--- src/rtl/vga_timing_pkg.sv ---
// Shared 640x480@60 VGA timing constants, derived totals and sync window bounds.
// The text generator and maze renderer import this for their visible-area bounds.
package vga_timing_pkg;

    // Width of the pixel_x / pixel_y coordinate buses; totals must fit in it.
    localparam int COORD_W = 10;
    typedef logic [COORD_W-1:0] coord_t;

    localparam int H_DISPLAY = 640;
    localparam int H_FRONT   = 16;
    localparam int H_SYNC    = 96;
    localparam int H_BACK    = 48;

    localparam int V_DISPLAY = 480;
    localparam int V_FRONT   = 10;
    localparam int V_SYNC    = 2;
    localparam int V_BACK    = 33;

    localparam int H_TOTAL = H_DISPLAY + H_FRONT + H_SYNC + H_BACK;
    localparam int V_TOTAL = V_DISPLAY + V_FRONT + V_SYNC + V_BACK;

    // Inclusive sync windows (656..751 and 490..491 for the defaults).
    localparam int H_SYNC_START = H_DISPLAY + H_FRONT;
    localparam int H_SYNC_END   = H_SYNC_START + H_SYNC - 1;
    localparam int V_SYNC_START = V_DISPLAY + V_FRONT;
    localparam int V_SYNC_END   = V_SYNC_START + V_SYNC - 1;

    // True when pos lies in the inclusive window [first, last].
    function automatic logic in_window(input coord_t pos, input coord_t first, input coord_t last);
        return (pos >= first) && (pos <= last);
    endfunction

endpackage

--- src/rtl/vga_sync_gen_if.sv ---
// Scan-timing bundle produced by vga_sync_gen and consumed by the display path.
//
// Handshake: p_tick is the only qualifier. The stream has no ready/backpressure;
// coordinates, video_on and syncs are stable for a whole pixel period and change
// only on the clk edge that closes a p_tick cycle, so consumers may sample them
// in any cycle and use p_tick when they need one action per pixel.
interface vga_sync_gen_if;
    import vga_timing_pkg::*;

    logic   p_tick;
    coord_t pixel_x;
    coord_t pixel_y;
    logic   video_on;
    logic   hsync;
    logic   vsync;
    logic   frame_start;

    modport master (
        output p_tick, pixel_x, pixel_y, video_on, hsync, vsync, frame_start
    );

    modport slave (
        input p_tick, pixel_x, pixel_y, video_on, hsync, vsync, frame_start
    );

endinterface

--- src/rtl/mod_m_counter.sv ---
// Wrap-at-M counter with enable. Exposes the current count, the value it will
// take on the next edge, and a max-tick flag that is high while count == M-1.
module mod_m_counter #(
    parameter int M = 2,
    parameter int W = (M > 1) ? $clog2(M) : 1
) (
    input  logic         clk,
    input  logic         reset_n,
    input  logic         en_i,
    output logic [W-1:0] cnt_o,
    output logic [W-1:0] cnt_next_o,
    output logic         max_tick_o
);

    localparam logic [W-1:0] LAST = W'(M - 1);

    logic [W-1:0] cnt_q;
    logic [W-1:0] cnt_d;

    // Next count: hold unless enabled, wrap to zero after the last value.
    always_comb begin
        cnt_d = cnt_q;
        if (en_i) begin
            cnt_d = (cnt_q == LAST) ? '0 : cnt_q + 1'b1;
        end
    end

    // Count register, cleared immediately by reset.
    always_ff @(posedge clk or negedge reset_n) begin
        if (!reset_n) begin
            cnt_q <= '0;
        end else begin
            cnt_q <= cnt_d;
        end
    end

    assign cnt_o      = cnt_q;
    assign cnt_next_o = cnt_d;
    assign max_tick_o = (cnt_q == LAST);

endmodule

--- src/rtl/vga_sync_gen.sv ---
// VGA timing generator: clock divider -> horizontal counter -> vertical counter,
// with sync pulses registered from the counters' next values so they line up
// with the coordinates they describe.
module vga_sync_gen
    import vga_timing_pkg::*;
#(
    parameter int CLK_DIV   = 2,
    parameter int H_DISPLAY = vga_timing_pkg::H_DISPLAY,
    parameter int H_FRONT   = vga_timing_pkg::H_FRONT,
    parameter int H_SYNC    = vga_timing_pkg::H_SYNC,
    parameter int H_BACK    = vga_timing_pkg::H_BACK,
    parameter int V_DISPLAY = vga_timing_pkg::V_DISPLAY,
    parameter int V_FRONT   = vga_timing_pkg::V_FRONT,
    parameter int V_SYNC    = vga_timing_pkg::V_SYNC,
    parameter int V_BACK    = vga_timing_pkg::V_BACK
) (
    input  logic            clk,
    input  logic            reset_n,
    vga_sync_gen_if.master  vga_if
);

    localparam int H_TOT = H_DISPLAY + H_FRONT + H_SYNC + H_BACK;
    localparam int V_TOT = V_DISPLAY + V_FRONT + V_SYNC + V_BACK;

    localparam coord_t H_DISP_C   = coord_t'(H_DISPLAY);
    localparam coord_t V_DISP_C   = coord_t'(V_DISPLAY);
    localparam coord_t HS_FIRST_C = coord_t'(H_DISPLAY + H_FRONT);
    localparam coord_t HS_LAST_C  = coord_t'(H_DISPLAY + H_FRONT + H_SYNC - 1);
    localparam coord_t VS_FIRST_C = coord_t'(V_DISPLAY + V_FRONT);
    localparam coord_t VS_LAST_C  = coord_t'(V_DISPLAY + V_FRONT + V_SYNC - 1);

    // Counters must fit the coordinate buses and the divider needs at least one clock.
    if (CLK_DIV < 1 || H_TOT > (1 << COORD_W) || V_TOT > (1 << COORD_W)) begin : g_param_check
        $error("vga_sync_gen: CLK_DIV must be >= 1 and H/V totals must not exceed 1024");
    end

    localparam int DIV_W = (CLK_DIV > 1) ? $clog2(CLK_DIV) : 1;

    logic [DIV_W-1:0] div_cnt;
    logic [DIV_W-1:0] div_next;
    logic             p_tick;
    coord_t           h_cnt;
    coord_t           h_next;
    logic             h_last;
    coord_t           v_cnt;
    coord_t           v_next;
    logic             v_last;
    logic             hsync_q;
    logic             hsync_d;
    logic             vsync_q;
    logic             vsync_d;

    // Pixel-rate divider; its max tick is the pixel strobe.
    mod_m_counter #(.M(CLK_DIV), .W(DIV_W)) u_div (
        .clk        (clk),
        .reset_n    (reset_n),
        .en_i       (1'b1),
        .cnt_o      (div_cnt),
        .cnt_next_o (div_next),
        .max_tick_o (p_tick)
    );

    // Horizontal scan position, one step per pixel.
    mod_m_counter #(.M(H_TOT), .W(COORD_W)) u_h (
        .clk        (clk),
        .reset_n    (reset_n),
        .en_i       (p_tick),
        .cnt_o      (h_cnt),
        .cnt_next_o (h_next),
        .max_tick_o (h_last)
    );

    // Vertical scan position, one step per completed line; wraps with h on the same edge.
    mod_m_counter #(.M(V_TOT), .W(COORD_W)) u_v (
        .clk        (clk),
        .reset_n    (reset_n),
        .en_i       (p_tick & h_last),
        .cnt_o      (v_cnt),
        .cnt_next_o (v_next),
        .max_tick_o (v_last)
    );

    // Only the divider's max tick and the vertical count itself are needed here.
    logic unused_cnt_bits;
    assign unused_cnt_bits = ^{div_cnt, div_next, v_last};

    // Sync decode from the next counter values, so the registered pulse matches the new coordinate.
    always_comb begin
        hsync_d = !in_window(h_next, HS_FIRST_C, HS_LAST_C);
        vsync_d = !in_window(v_next, VS_FIRST_C, VS_LAST_C);
    end

    // Sync registers; idle high while in reset.
    always_ff @(posedge clk or negedge reset_n) begin
        if (!reset_n) begin
            hsync_q <= 1'b1;
            vsync_q <= 1'b1;
        end else begin
            hsync_q <= hsync_d;
            vsync_q <= vsync_d;
        end
    end

    assign vga_if.p_tick      = p_tick;
    assign vga_if.pixel_x     = h_cnt;
    assign vga_if.pixel_y     = v_cnt;
    assign vga_if.video_on    = (h_cnt < H_DISP_C) && (v_cnt < V_DISP_C);
    assign vga_if.hsync       = hsync_q;
    assign vga_if.vsync       = vsync_q;
    assign vga_if.frame_start = p_tick && (h_cnt == '0) && (v_cnt == '0);

endmodule

--- src/flat_wrapper.sv ---
// flat-port wrapper written by rule: the top's interface ports become plain ports
module vga_sync_gen_flat import vga_timing_pkg::*;
#(
    parameter int CLK_DIV   = 2,
    parameter int H_DISPLAY = vga_timing_pkg::H_DISPLAY,
    parameter int H_FRONT   = vga_timing_pkg::H_FRONT,
    parameter int H_SYNC    = vga_timing_pkg::H_SYNC,
    parameter int H_BACK    = vga_timing_pkg::H_BACK,
    parameter int V_DISPLAY = vga_timing_pkg::V_DISPLAY,
    parameter int V_FRONT   = vga_timing_pkg::V_FRONT,
    parameter int V_SYNC    = vga_timing_pkg::V_SYNC,
    parameter int V_BACK    = vga_timing_pkg::V_BACK
)
  (clk, reset_n, vga_if_p_tick, vga_if_pixel_x, vga_if_pixel_y, vga_if_video_on, vga_if_hsync, vga_if_vsync, vga_if_frame_start);
  vga_sync_gen_if vga_if_i ();
  input  logic clk;
  input  logic reset_n;
  output wire logic [$bits(vga_if_i.p_tick)-1:0] vga_if_p_tick;
  output wire logic [$bits(vga_if_i.pixel_x)-1:0] vga_if_pixel_x;
  output wire logic [$bits(vga_if_i.pixel_y)-1:0] vga_if_pixel_y;
  output wire logic [$bits(vga_if_i.video_on)-1:0] vga_if_video_on;
  output wire logic [$bits(vga_if_i.hsync)-1:0] vga_if_hsync;
  output wire logic [$bits(vga_if_i.vsync)-1:0] vga_if_vsync;
  output wire logic [$bits(vga_if_i.frame_start)-1:0] vga_if_frame_start;
  assign vga_if_p_tick = vga_if_i.p_tick;
  assign vga_if_pixel_x = vga_if_i.pixel_x;
  assign vga_if_pixel_y = vga_if_i.pixel_y;
  assign vga_if_video_on = vga_if_i.video_on;
  assign vga_if_hsync = vga_if_i.hsync;
  assign vga_if_vsync = vga_if_i.vsync;
  assign vga_if_frame_start = vga_if_i.frame_start;
  vga_sync_gen #(.CLK_DIV(CLK_DIV), .H_DISPLAY(H_DISPLAY), .H_FRONT(H_FRONT), .H_SYNC(H_SYNC), .H_BACK(H_BACK), .V_DISPLAY(V_DISPLAY), .V_FRONT(V_FRONT), .V_SYNC(V_SYNC), .V_BACK(V_BACK)) u_core (.clk(clk), .reset_n(reset_n), .vga_if(vga_if_i));
endmodule
--- config.mk ---
export PLATFORM = sky130hd
export DESIGN_NAME = vga_sync_gen_flat
export DESIGN_NICKNAME = d
export VERILOG_FILES = /design/src/rtl/vga_timing_pkg.sv /design/src/rtl/vga_sync_gen_if.sv /design/src/rtl/mod_m_counter.sv /design/src/rtl/vga_sync_gen.sv /design/src/flat_wrapper.sv
export SDC_FILE = /design/constraint.sdc
export NUM_CORES = 1
export LEC_CHECK = 0
export BUFFER_PORTS_ARGS = -buffer_cell sky130_fd_sc_hd__buf_4
export CAP_MARGIN = 20
export CELL_PAD_IN_SITES_DETAIL_PLACEMENT = 1
export CELL_PAD_IN_SITES_GLOBAL_PLACEMENT = 1
export CORE_MARGIN = 2
export CORE_UTILIZATION = 43
export CTS_BUF_LIST = sky130_fd_sc_hd__clkbuf_8
export DETAILED_ROUTE_END_ITERATION = 7
export PLACE_DENSITY_LB_ADDON = 0.1
export SYNTH_ARGS = -nofsm -noshare
export SYNTH_HDL_FRONTEND = slang
export SYNTH_SLANG_ARGS = --single-unit
--- constraint.sdc ---
create_clock -name clk -period 3 [get_ports clk]
set_clock_uncertainty 0.2 [all_clocks]
set_input_delay 0.3 -clock clk [delete_from_list [all_inputs] [get_ports clk]]
set_output_delay 0.3 -clock clk [all_outputs]
set_load 0.02 [all_outputs]
==> out/results.ini, run 1 <==
[outcome]
status=finished clean

[cells_and_area]
finalNetCount=189
area_growth_pct=19.70
final_cell_mix=27 x buf_4, 21 x dfrtp_1, 15 x nand2_1
fillerInstances=371
stdcell_area_um2=1680
final_common_cell=buf_4
drive_above_1_share_pct=23.08
fin_cells=226
antenna_cells=0

[flow_run]
maxCapViolCount=0

[critical_path]
critPathCaptureType=primary output
startpoint_type=flop
cp_max_fo=7
critical_path_arrival_ps=2090
r2r_setup_slack_ps=670
crit_type=flop to primary output
required_ps=2500
rr_worst_depth=5

[logic_synthesis]
synth_area_per_cell_um2=9.116
synth_seq_area_share_pct=41.18
synth.top_cell.area_share_pct=37.43
synth_warnings=0
syn-instance-count=154
netlist_area_um2=1404
synth_area_leaders=dfrtp_1 37%, nand4_1 4.5%, nand2_1 4.0%
synth_area_leader_cell=dfrtp_1
synth_nets=160
yosysUniqueCellTypes=41
synth-seq-cells=23

[clock_tree]
cts-buffers-inserted=3
clockBufferDepth=2
clock_latency_ps=270
cts_tree=built
cts_hold_buf=1
postCtsSetupBuffers=0
cts.repair.resized=0
clock_sinks=23
clk_pin_slew_ps=90
cts.htree.levels=1
cts_root_buf=clkbuf_8

[placement]
port_buffers=26
gp_congestion=0.8307
dp_slack_ps=690.6
dpl.hpwl_um=2958
place_inst=221
place_area_um2=1624

[timing]
fin_setup_tns_ps=0
rsz0062_at_grt=no
fmaxAchievable_mhz=386.6
hold_violations=0
slew_headroom_pct=60.46
period_minus_slack_ps=2587
tightest_slew_ps=587.6
finalCritPeriodShare_pct=86.22
slew_violations=0
setup_ws_ps=413.5
setup_viol=0

[global_routing]
use_met2_pct=40.73
grt_use_met1_pct=29.76
grt_overflow=0
grt_use_met3_pct=2.731
antenna_found_initial=0
grt-busiest-layer=met2
grt_usage_pct=23.14
grt_first_pass_wirelength_um=6348
grt_pass1_vias=1320
grt_max_degree=24

[pwr]
p_int_w=0.0004043
total_power_w=0.0005129
peakVddDrop_v=0.0001651
p_seq_share_pct=60.4
leakage_nw=0.7479
p_clk_share_pct=38.0
power.switching_w=0.0001086
combinationalPowerShare_pct=1.6
power.density_nw_per_um2=305.3
swShare_pct=21.18

[floorplan]
boundaryPins=27
die_x_um=61.14
die_h_um=61.14
dieArea_um2=3738
coreArea_um2=3078
start_util_pct=45.61
std_cell_rows=20

[drt]
ant_nets=0
drc_errors=0
routed_via_density=5.960
vias=1347
drt_pass1_iterations=4
wire_per_inst_um=17.58
wl_um=3974
drt_iter0_drc=66

[min_path]
min_path_type=input port to async pin

kinds of logic (layout without fill, tap and decap cells):
family	after synthesis	after routing	share of synthesized area, %
AND/OR/NAND/NOR	78	78	31.64
AO/OA/AOI/OAI	27	27	13.10
flip-flops	23	23	41.18
buffers and inverters	14	42	5.347
XOR/XNOR	7	7	4.367
adder cells (fa/ha/maj)	4	4	3.565
multiplexers	1	1	0.8021
path summary, 6_finish.rpt:
path | startpoint | to
setup / recovery | u_core.u_h.cnt_o[6]$_DFF_PN0_ | vga_if_frame_start
hold / removal | reset_n | u_core.u_v.cnt_o[6]$_DFF_PN0_
setup reg to reg | u_core.u_h.cnt_o[2]$_DFF_PN0_ | u_core.vga_if.vsync$_DFF_PN1_
hold reg to reg | u_core.u_h.cnt_o[0]$_DFF_PN0_ | u_core.u_h.cnt_o[0]$_DFF_PN0_
max in group asynchronous | reset_n | u_core.vga_if.hsync$_DFF_PN1_
min in group clk | u_core.u_h.cnt_o[0]$_DFF_PN0_ | u_core.u_h.cnt_o[0]$_DFF_PN0_
flip-flops by register name, summed over array words and instances, names as in the netlist:
register / count
u_core.u_div.cnt_o: 1
u_core.vga_if.vsync: 1
u_core.vga_if.hsync: 1
u_core.u_h.cnt_o: 10
u_core.u_v.cnt_o: 10
critical path: stages, from the launching register on:
cell	delay [ps]
dfrtp_1	480
or4_2	700
nor4_1	300
and3_1	200
buf_4	140
Yosys cell counts (all sizes together):
cell type	number
o41ai	1
nand4	10
nor3	7
o211ai	3
buf	3
ha	4
mux2	1
o2111ai	1
nor4	4
inv	10
xor2	5
dfstp	2
and2	3
xnor2	2
nor2	7
a21oi	2
or4	5
and3b	2
nor2b	1
o21ai	9
o22ai	3
nand3	10
o21a	1
or3	2
and3	8
clkbuf	1
dfrtp	21
a31o	1
nor3b	1
nand4b	1
a311o	1
a22oi	2
nand2	15
nand2b	2
o31ai	3
routing by layer:
layer	part of all wire, %	vias up
met5	0	-
met4	0.78	0
met3	3.2	6
met2	52	32
met1	44	679
li1	-	630
final cells by class:
class	instances	area, um^2	share of cell area, %
timing repair buffer	28	212.7	12.66
sequential	23	578.1	34.40
clock buffer	3	41.29	2.457
inverter	10	37.54	2.234
multi-input combinational	117	750.7	44.68
tap	44	55.05	3.276
clock inverter	1	5.005	0.2978
through the flow:
stage               utilization (%)  hold slack (ps)
global placement              52.76            13.97
global route                  54.59            282.7
CTS                           54.59            278.1
detailed placement            52.76            18.88
floorplan                         -           -195.6
finish                        54.59            263.7
power by group through the flow:
stage                     sequential [W]  combinational, W  clock [W]
after floorplan                 0.000316    0.000000000299          0
after global placement          0.000316        0.00000738          0
after detailed placement        0.000316        0.00000761          0
after CTS                       0.000310        0.00000863   0.000198
after global routing            0.000310        0.00000924   0.000214
final                           0.000310        0.00000816   0.000195
(Power assumes the default switching activity.)
==> inputs of run 2 (changes only) <==
--- a/config.mk
+++ b/config.mk
@@ -13,7 +13,8 @@
 export CORE_UTILIZATION = 43
 export CTS_BUF_LIST = sky130_fd_sc_hd__clkbuf_8
 export DETAILED_ROUTE_END_ITERATION = 7
-export PLACE_DENSITY_LB_ADDON = 0.1
+export PLACE_DENSITY_LB_ADDON = 0.12
 export SYNTH_ARGS = -nofsm -noshare
 export SYNTH_HDL_FRONTEND = slang
 export SYNTH_SLANG_ARGS = --single-unit
+export TNS_END_PERCENT = 30
==> constraint.sdc (replaced) <==
create_clock -name clk -period 3 [get_ports clk]
set_clock_uncertainty 0.2 [all_clocks]
set_input_delay 0.3 -clock clk [delete_from_list [all_inputs] [get_ports clk]]
set_output_delay 0.3 -clock clk [all_outputs]
set_load 0.05 [all_outputs]
==> run 2 against run 1 <==
Compared with the run above:
- register-to-register slack is essentially flat
- first-iteration DRC count shrank 42%
- cell count is the same
- worst hold slack gained 2.5 ps
- core utilization is essentially flat
- flip-flop and latch count is the same
- wire length shrank 3.9%
==> out/results.ini, run 2 (synthesis results as in run 1) <==
[outcome]
status=finished clean  ; unchanged

[critical_path]
rr_worst_depth=5  ; unchanged
crit-reg2reg-capture=u_core.vga_if.vsync$_DFF_PN1_  ; unchanged
crit_type=flop to primary output  ; unchanged
startpoint_type=flop  ; unchanged
cp_max_fo=7  ; unchanged
crit_path_start=u_core.u_h.cnt_o[6]$_DFF_PN0_  ; unchanged
required_ps=2500  ; about the same
critPathCaptureType=primary output  ; unchanged
r2r_setup_slack_ps=680  ; was 670 ps
cp-endpoint=vga_if_frame_start  ; unchanged
critical_path_arrival_ps=2120  ; was 2090 ps
r2r-start=u_core.u_h.cnt_o[0]$_DFF_PN0_  ; was u_core.u_h.cnt_o[2]$_DFF_PN0_

[floorplan]
coreArea_um2=3078  ; unchanged
boundaryPins=27  ; unchanged
dieArea_um2=3738  ; unchanged
die_h_um=61.14  ; unchanged
die_x_um=61.14  ; unchanged
start_util_pct=45.61  ; unchanged
std_cell_rows=20  ; unchanged

[timing]
period_minus_slack_ps=2622  ; was 2587 ps
fin_setup_tns_ps=0  ; unchanged
hold_violations=0  ; unchanged
setup_viol=0  ; unchanged
rsz0062_at_grt=no  ; unchanged
slew_headroom_pct=62.64  ; was 60.46%
tightest_slew_ps=555.3  ; was 587.6 ps
finalCritPeriodShare_pct=87.41  ; was 86.22%
fmaxAchievable_mhz=381.3  ; was 386.6 MHz
slew_violations=0  ; unchanged

[clock_tree]
clockBufferDepth=2  ; unchanged
clock_sinks=23  ; unchanged
cts_root_buf=clkbuf_8  ; unchanged
clock_latency_ps=270  ; about the same
cts.htree.levels=1  ; unchanged
cts.repair.resized=0  ; unchanged
cts_tree=built  ; unchanged
cts-buffers-inserted=3  ; unchanged
clk_pin_slew_ps=90  ; about the same

[global_routing]
grt_overflow=0  ; unchanged
grt_pass1_vias=1276  ; was 1,320
grt_usage_pct=22.79  ; was 23.14%
grt_first_pass_wirelength_um=6258  ; was 6348 um
grt_max_degree=24  ; unchanged
antenna_found_initial=0  ; unchanged

[pwr]
power.density_nw_per_um2=305.5  ; was 305.3 nW/um^2
total_power_w=0.0005130  ; was 0.0005129 W
peakVddDrop_v=0.0001783  ; was 0.0001651 V
leakage_nw=0.7493  ; was 0.7479 nW

[drt]
ant_nets=0  ; unchanged
drt_pass1_iterations=4  ; unchanged
wire_per_inst_um=16.91  ; was 17.58 um
wl_um=3821  ; was 3974 um
routed_via_density=5.832  ; was 5.960
vias=1318  ; was 1,347
drt_iter0_drc=38  ; was 66
drc_errors=0  ; unchanged

[cells_and_area]
final_common_cell=buf_4  ; unchanged
area_growth_pct=19.61  ; was 19.70%
multiInputGateArea_um2=750.7  ; unchanged
finalNetCount=189  ; unchanged
fin_cells=226  ; unchanged
final_cell_mix=27 x buf_4, 21 x dfrtp_1, 15 x nand2_1  ; unchanged
fillerInstances=369  ; was 371
drive_above_1_share_pct=22.53  ; was 23.08%
antenna_cells=0  ; unchanged
regArea_um2=578.1  ; unchanged

[placement]
port_buffers=26  ; unchanged
dpl.hpwl_um=2855  ; was 2958 um
gp_congestion=0.8806  ; was 0.8307
place_inst=221  ; unchanged

[flow_run]
maxCapViolCount=0  ; unchanged

[min_path]
min_path_type=input port to async pin  ; unchanged

-- run 2: cell count changes in the layout (fill, tap and decap cells not counted) --
cell and delta:
clkinv_2 -1, inv_1 +1
-- run 2: critical path, cell delays in order, from the launching register on --
cell and delay (ps):
dfrtp_1 470, or4_2 690, nor4_1 280, and3_1 220, buf_4 200
-- run 2: area by class of cell --
| cell class | instances | share of cell area [%] |
|---|---|---|
| Tap cell | 44 | 3.279 |
| Inverter | 10 | 2.235 |
| Sequential cell | 23 | 34.43 |
| Clock inverter | 1 | 0.2235 |
| Clock buffer | 3 | 2.459 |
| Multi-Input combinational cell | 117 | 44.71 |
| Timing Repair Buffer | 28 | 12.67 |
-- run 2: worst min-delay path by stage --
| stage | start | end | slack, ps |
|---|---|---|---|
| 6_report | reset_n | u_core.u_v.cnt_o[8]$_DFF_PN0_ | 270 |
| 5_1_grt | reset_n | u_core.u_v.cnt_o[4]$_DFF_PN0_ | 290 |
| 4_1_cts | reset_n | u_core.u_h.cnt_o[2]$_DFF_PN0_ | 280 |
| 3_5_place_dp | reset_n | u_core.u_v.cnt_o[6]$_DFF_PN0_ | 20 |
| 3_3_place_gp | reset_n | u_core.u_v.cnt_o[6]$_DFF_PN0_ | 10 |
| 2_1_floorplan | reset_n | u_core.u_div.cnt_o$_DFF_PN0_ | -200 |
-- run 2: report_power, final --
| part | internal, W | switching [W] |
|---|---|---|
| Clock | 0.0000916 | 0.000104 |
| Combinational | 0.00000174 | 0.00000620 |
| Sequential | 0.000310 | 0 |
| Total | 0.000403 | 0.000110 |
-- run 2: repair_timing --
action | 4_1_cts | 5_1_grt
hold endpoints to repair | 22 | 0
hold buffers | 1 | 0
buffers inserted | 0 | 0
-- run 2: through the flow --
step | area, um^2 | hold slack (ps) | setup slack [ps] | utilization (%)
2_1_floorplan | 1404 | -195.6 | 550.4 | -
3_3_place_gp | 1624 | 10.66 | 731.5 | 52.76
3_5_place_dp | 1624 | 15.63 | 717.6 | 52.76
4_1_cts | 1679 | 280.2 | 402.3 | 54.55
5_1_grt | 1679 | 292.9 | 325.5 | 54.55
6_report | 1679 | 266.2 | 377.7 | 54.55
-- run 2: metal layers --
| layer | track usage, % | part of all wire (%) | routed length, um | vias up |
|---|---|---|---|---|
| met4 | 8.696 | 2.0 | 75 | 0 |
| met2 | 36.93 | 48 | 1826 | 31 |
| li1 | - | - | - | 629 |
| met1 | 30.95 | 47 | 1788 | 647 |
| met3 | 3.151 | 3.4 | 130 | 11 |
| met5 | 0 | 0 | 0 | - |
==> inputs of run 3 (changes only) <==
--- a/config.mk
+++ b/config.mk
@@ -13,8 +13,10 @@
 export CORE_UTILIZATION = 43
 export CTS_BUF_LIST = sky130_fd_sc_hd__clkbuf_8
 export DETAILED_ROUTE_END_ITERATION = 7
+export GPL_TIMING_DRIVEN = 0
 export PLACE_DENSITY_LB_ADDON = 0.12
 export SYNTH_ARGS = -nofsm -noshare
 export SYNTH_HDL_FRONTEND = slang
+export SYNTH_HIERARCHICAL = 1
 export SYNTH_SLANG_ARGS = --single-unit
 export TNS_END_PERCENT = 30
==> run 3 against run 2 <==
Compared with the run above:
- fmax fell by 6.8%
- combinational power rose to 74 times the previous value
- first-iteration DRC count rose by 16%
- non-clock buffer count rose by 8
- flip-flop and latch count did not move
- wire length fell by 7.4%
- core utilization rose by 5.3 points
- design area barely moved
- highest routed layer unchanged
==> out/results.ini, run 3 <==
[global_routing]
grt_max_degree=24  ; unchanged
use_met2_pct=37.78  ; was 36.93%
antenna_found_initial=0  ; unchanged
grt_use_met1_pct=28.83  ; was 30.95%
grt-busiest-layer=met2  ; unchanged
grt_pass1_vias=1167  ; was 1,276
grt_first_pass_wirelength_um=5775  ; was 6258 um
grt_use_met3_pct=2.620  ; was 3.151%
grt_overflow=0  ; unchanged
grt_usage_pct=21.96  ; was 22.79%

[cells_and_area]
multiInputGateArea_um2=721.9  ; was 750.7 um^2
regArea_um2=583.1  ; was 578.1 um^2
stdcell_area_um2=1678  ; was 1679 um^2
drive_above_1_share_pct=35.71  ; was 22.53%
area_growth_pct=28.82  ; was 19.61%
fillerInstances=310  ; was 369
final_cell_mix=34 x buf_4, 17 x nand2_1, 17 x dfrtp_1  ; was 27 x buf_4, 21 x dfrtp_1, 15 x nand2_1
fin_cells=199  ; was 226
final_common_cell=buf_4  ; unchanged
post-route-util_pct=59.81  ; was 54.55%
antenna_cells=0  ; unchanged
finalNetCount=174  ; was 189

[clock_tree]
cts_root_buf=clkbuf_8  ; unchanged
clockBufferDepth=2  ; unchanged
cts.htree.levels=1  ; unchanged
clk_pin_slew_ps=80  ; was 90 ps
clock_latency_ps=260  ; was 270 ps
cts-buffers-inserted=3  ; unchanged
clock_sinks=23  ; unchanged
cts_tree=built  ; unchanged

[placement]
dpl.hpwl_um=2408  ; was 2855 um
place_area_um2=1539  ; was 1624 um^2
place_inst=188  ; was 221
port_buffers=26  ; unchanged
gp_congestion=0.8201  ; was 0.8806
dp_slack_ps=-65.14  ; was 717.6 ps

[flow_run]
maxCapViolCount=0  ; unchanged

[critical_path]
critPathCaptureType=flop  ; was primary output
cpLargestDelayFamily=simple AND/OR/NAND/NOR gates  ; unchanged
required_ps=2980  ; was 2500 ps
crit_type=flop to flop  ; was flop to primary output
critical_path_arrival_ps=2790  ; was 2120 ps
startpoint_type=flop  ; unchanged
cpPeakStageDelay_ps=410  ; was 690 ps
crit_path_frequent_cell=nand4_1
cp_max_fo=10  ; was 7
crit_chain=ha_4 > nand4b_1 > nor4_4 > and2_1 > clkbuf_4 > nand4_1 > nor3_2 > xor2_1 > nor4bb_2 > nand4_1  ; was or4_2 > nor4_1 > and3_1 > buf_4
crit_path_top_delay_cell=dfrtp_2  ; was or4_2
cp_num_buf_inv=1  ; unchanged

[min_path]
min_path_type=flop to flop  ; was input port to async pin

[logic_synthesis]
synth_nets=136  ; was 160
netlist_area_um2=1302  ; was 1404 um^2
syn-instance-count=131  ; was 154
synth.top_cell.area_share_pct=40.35  ; was 37.43%
yosys-top-cells-count=21 x dfrtp_1, 17 x nand2_1, 9 x nand4_1, 7 x nor2_1, 7 x xor2_1  ; was 21 x dfrtp_1, 15 x nand2_1, 10 x inv_1, 10 x nand3_1, 10 x nand4_1
async_reset_ff_share_pct=100.0  ; unchanged
synth_area_per_cell_um2=9.943  ; was 9.116 um^2
synth-seq-cells=23  ; unchanged
synth_area_leader_cell=dfrtp_1  ; unchanged
synth_area_leaders=dfrtp_1 40%, nand2_1 4.9%, xor2_1 4.7%  ; was dfrtp_1 37%, nand4_1 4.5%, nand2_1 4.0%
yosysMostFrequentCell=dfrtp_1  ; unchanged
yosys_most_used_dff=dfrtp_1  ; unchanged
yosysUniqueCellTypes=42  ; was 41
synth_warnings=6  ; was 0
synth_edf_count=0  ; unchanged
synth_seq_area_share_pct=44.38  ; was 41.18%

[timing]
slew_violations=0  ; unchanged
finalCritPeriodShare_pct=93.81  ; was 87.41%
setup_ws_ps=185.6  ; was 377.7 ps
fin_setup_tns_ps=0  ; unchanged
setup_viol=0  ; unchanged
fmaxAchievable_mhz=355.3  ; was 381.3 MHz
period_minus_slack_ps=2814  ; was 2622 ps
hold_violations=0  ; unchanged

[pwr]
swShare_pct=45.21  ; was 21.40%
combinationalPowerShare_pct=47.2  ; was 1.5%
peakVddDrop_v=0.0003222  ; was 0.0001783 V
power.density_nw_per_um2=737.7  ; was 305.5 nW/um^2
power.switching_w=0.0005596  ; was 0.0001098 W
p_seq_share_pct=37.4  ; was 60.4%
p_clk_share_pct=15.4  ; was 38.1%
leakage_nw=0.7475  ; was 0.7493 nW
p_int_w=0.0006782  ; was 0.0004032 W

[floorplan]
coreArea_um2=2805  ; was 3078 um^2
boundaryPins=27  ; unchanged
std_cell_rows=19  ; was 20
die_h_um=59.04  ; was 61.14 um
dieArea_um2=3485  ; was 3738 um^2
start_util_pct=46.43  ; was 45.61%
die_x_um=59.04  ; was 61.14 um

[outcome]
status=finished clean  ; unchanged

[drt]
drt_pass1_iterations=4  ; unchanged
drt_iter0_drc=44  ; was 38
drc_errors=0  ; unchanged
wl_um=3539  ; was 3821 um
routed_via_density=5.985  ; was 5.832
ant_nets=0  ; unchanged
vias=1191  ; was 1,318
wire_per_inst_um=17.78  ; was 16.91 um

## run 3: cell count changes after synthesis, moves of 3 or more
cell      change
and3_1        -6
buf_6         -3
inv_1         -6
nand3_1       -4
o211ai_1      -3
## run 3: per-layer routing
layer	routed length, um	vias to the layer above
met3	98	2
met2	1850	26
li1	-	567
met4	16	0
met5	0	-
met1	1574	596
## run 3: layout make-up
type,instances,area share (%)
plain buffers,3,1.342
clock buffers,3,2.461
clock inverters,1,0.2983
inverters,4,0.8949
multi-input cells,101,43.03
flip-flops and latches,23,34.75
well taps,31,2.312
repair buffers,33,14.91
## run 3: metrics by stage
stage          hold WS [ps]   power, W
6_report              263.9   0.001238
5_1_grt               307.8   0.001305
4_1_cts               270.7   0.001181
3_5_place_dp          9.408  0.0009785
3_3_place_gp          4.725  0.0009549
2_1_floorplan        -195.6  0.0008194
## run 3: what timing repair did
action,CTS,global route
resized for setup,2,6
pin swaps,0,2
buffers inserted,0,6
endpoints found under the hold margin,23,0
endpoints found under the setup margin,1,1
hold buffers,1,0
## run 3: logic make-up after synthesis
kind of cell	Yosys count	synth area share (%)
xor gates and xnor gates	9	6.052
buffers and inverters	7	2.689
and+or+nand+nor	66	31.32
AOI/OAI and AO/OA	20	10.76
adders and majority gates	3	2.882
muxes	2	1.633
DFF	23	44.38
other	1	0.2879
## run 3: final timing paths
kind	from	end	slack, ps	depth (start not counted)
worst max-delay path	u_core/u_h/cnt_o[1]$_DFF_PN0_	u_core/vga_if.vsync$_DFF_PN1_	190	10
worst min-delay path	u_core/u_div/cnt_o$_DFF_PN0_	u_core/u_div/cnt_o$_DFF_PN0_	260	1
worst max register to register	u_core/u_h/cnt_o[1]$_DFF_PN0_	u_core/vga_if.vsync$_DFF_PN1_	190	10
worst min register to register	u_core/u_div/cnt_o$_DFF_PN0_	u_core/u_div/cnt_o$_DFF_PN0_	260	1
max in group asynchronous	reset_n	u_core/vga_if.vsync$_DFF_PN1_	2010	2
min in group asynchronous	reset_n	u_core/u_h/cnt_o[6]$_DFF_PN0_	310	2
## run 3: power by group through the flow
| stage | registers [W] | logic [W] | clock network (W) |
|---|---|---|---|
| global placement | 0.000467 | 0.000488 | 0 |
| global route | 0.000472 | 0.000620 | 0.000212 |
| finish | 0.000463 | 0.000584 | 0.000191 |
| CTS | 0.000468 | 0.000516 | 0.000197 |
| detailed placement | 0.000471 | 0.000507 | 0 |
| floorplan | 0.000594 | 0.000225 | 0 |
## run 3: worst register-to-register path, stage by stage (launching register included)
cell and delay (ps):
dfrtp_2 410, ha_4 180, nand4b_1 180, nor4_4 290, and2_1 190, clkbuf_4 200
nand4_1 200, nor3_2 250, xor2_1 200, nor4bb_2 310, nand4_1 130
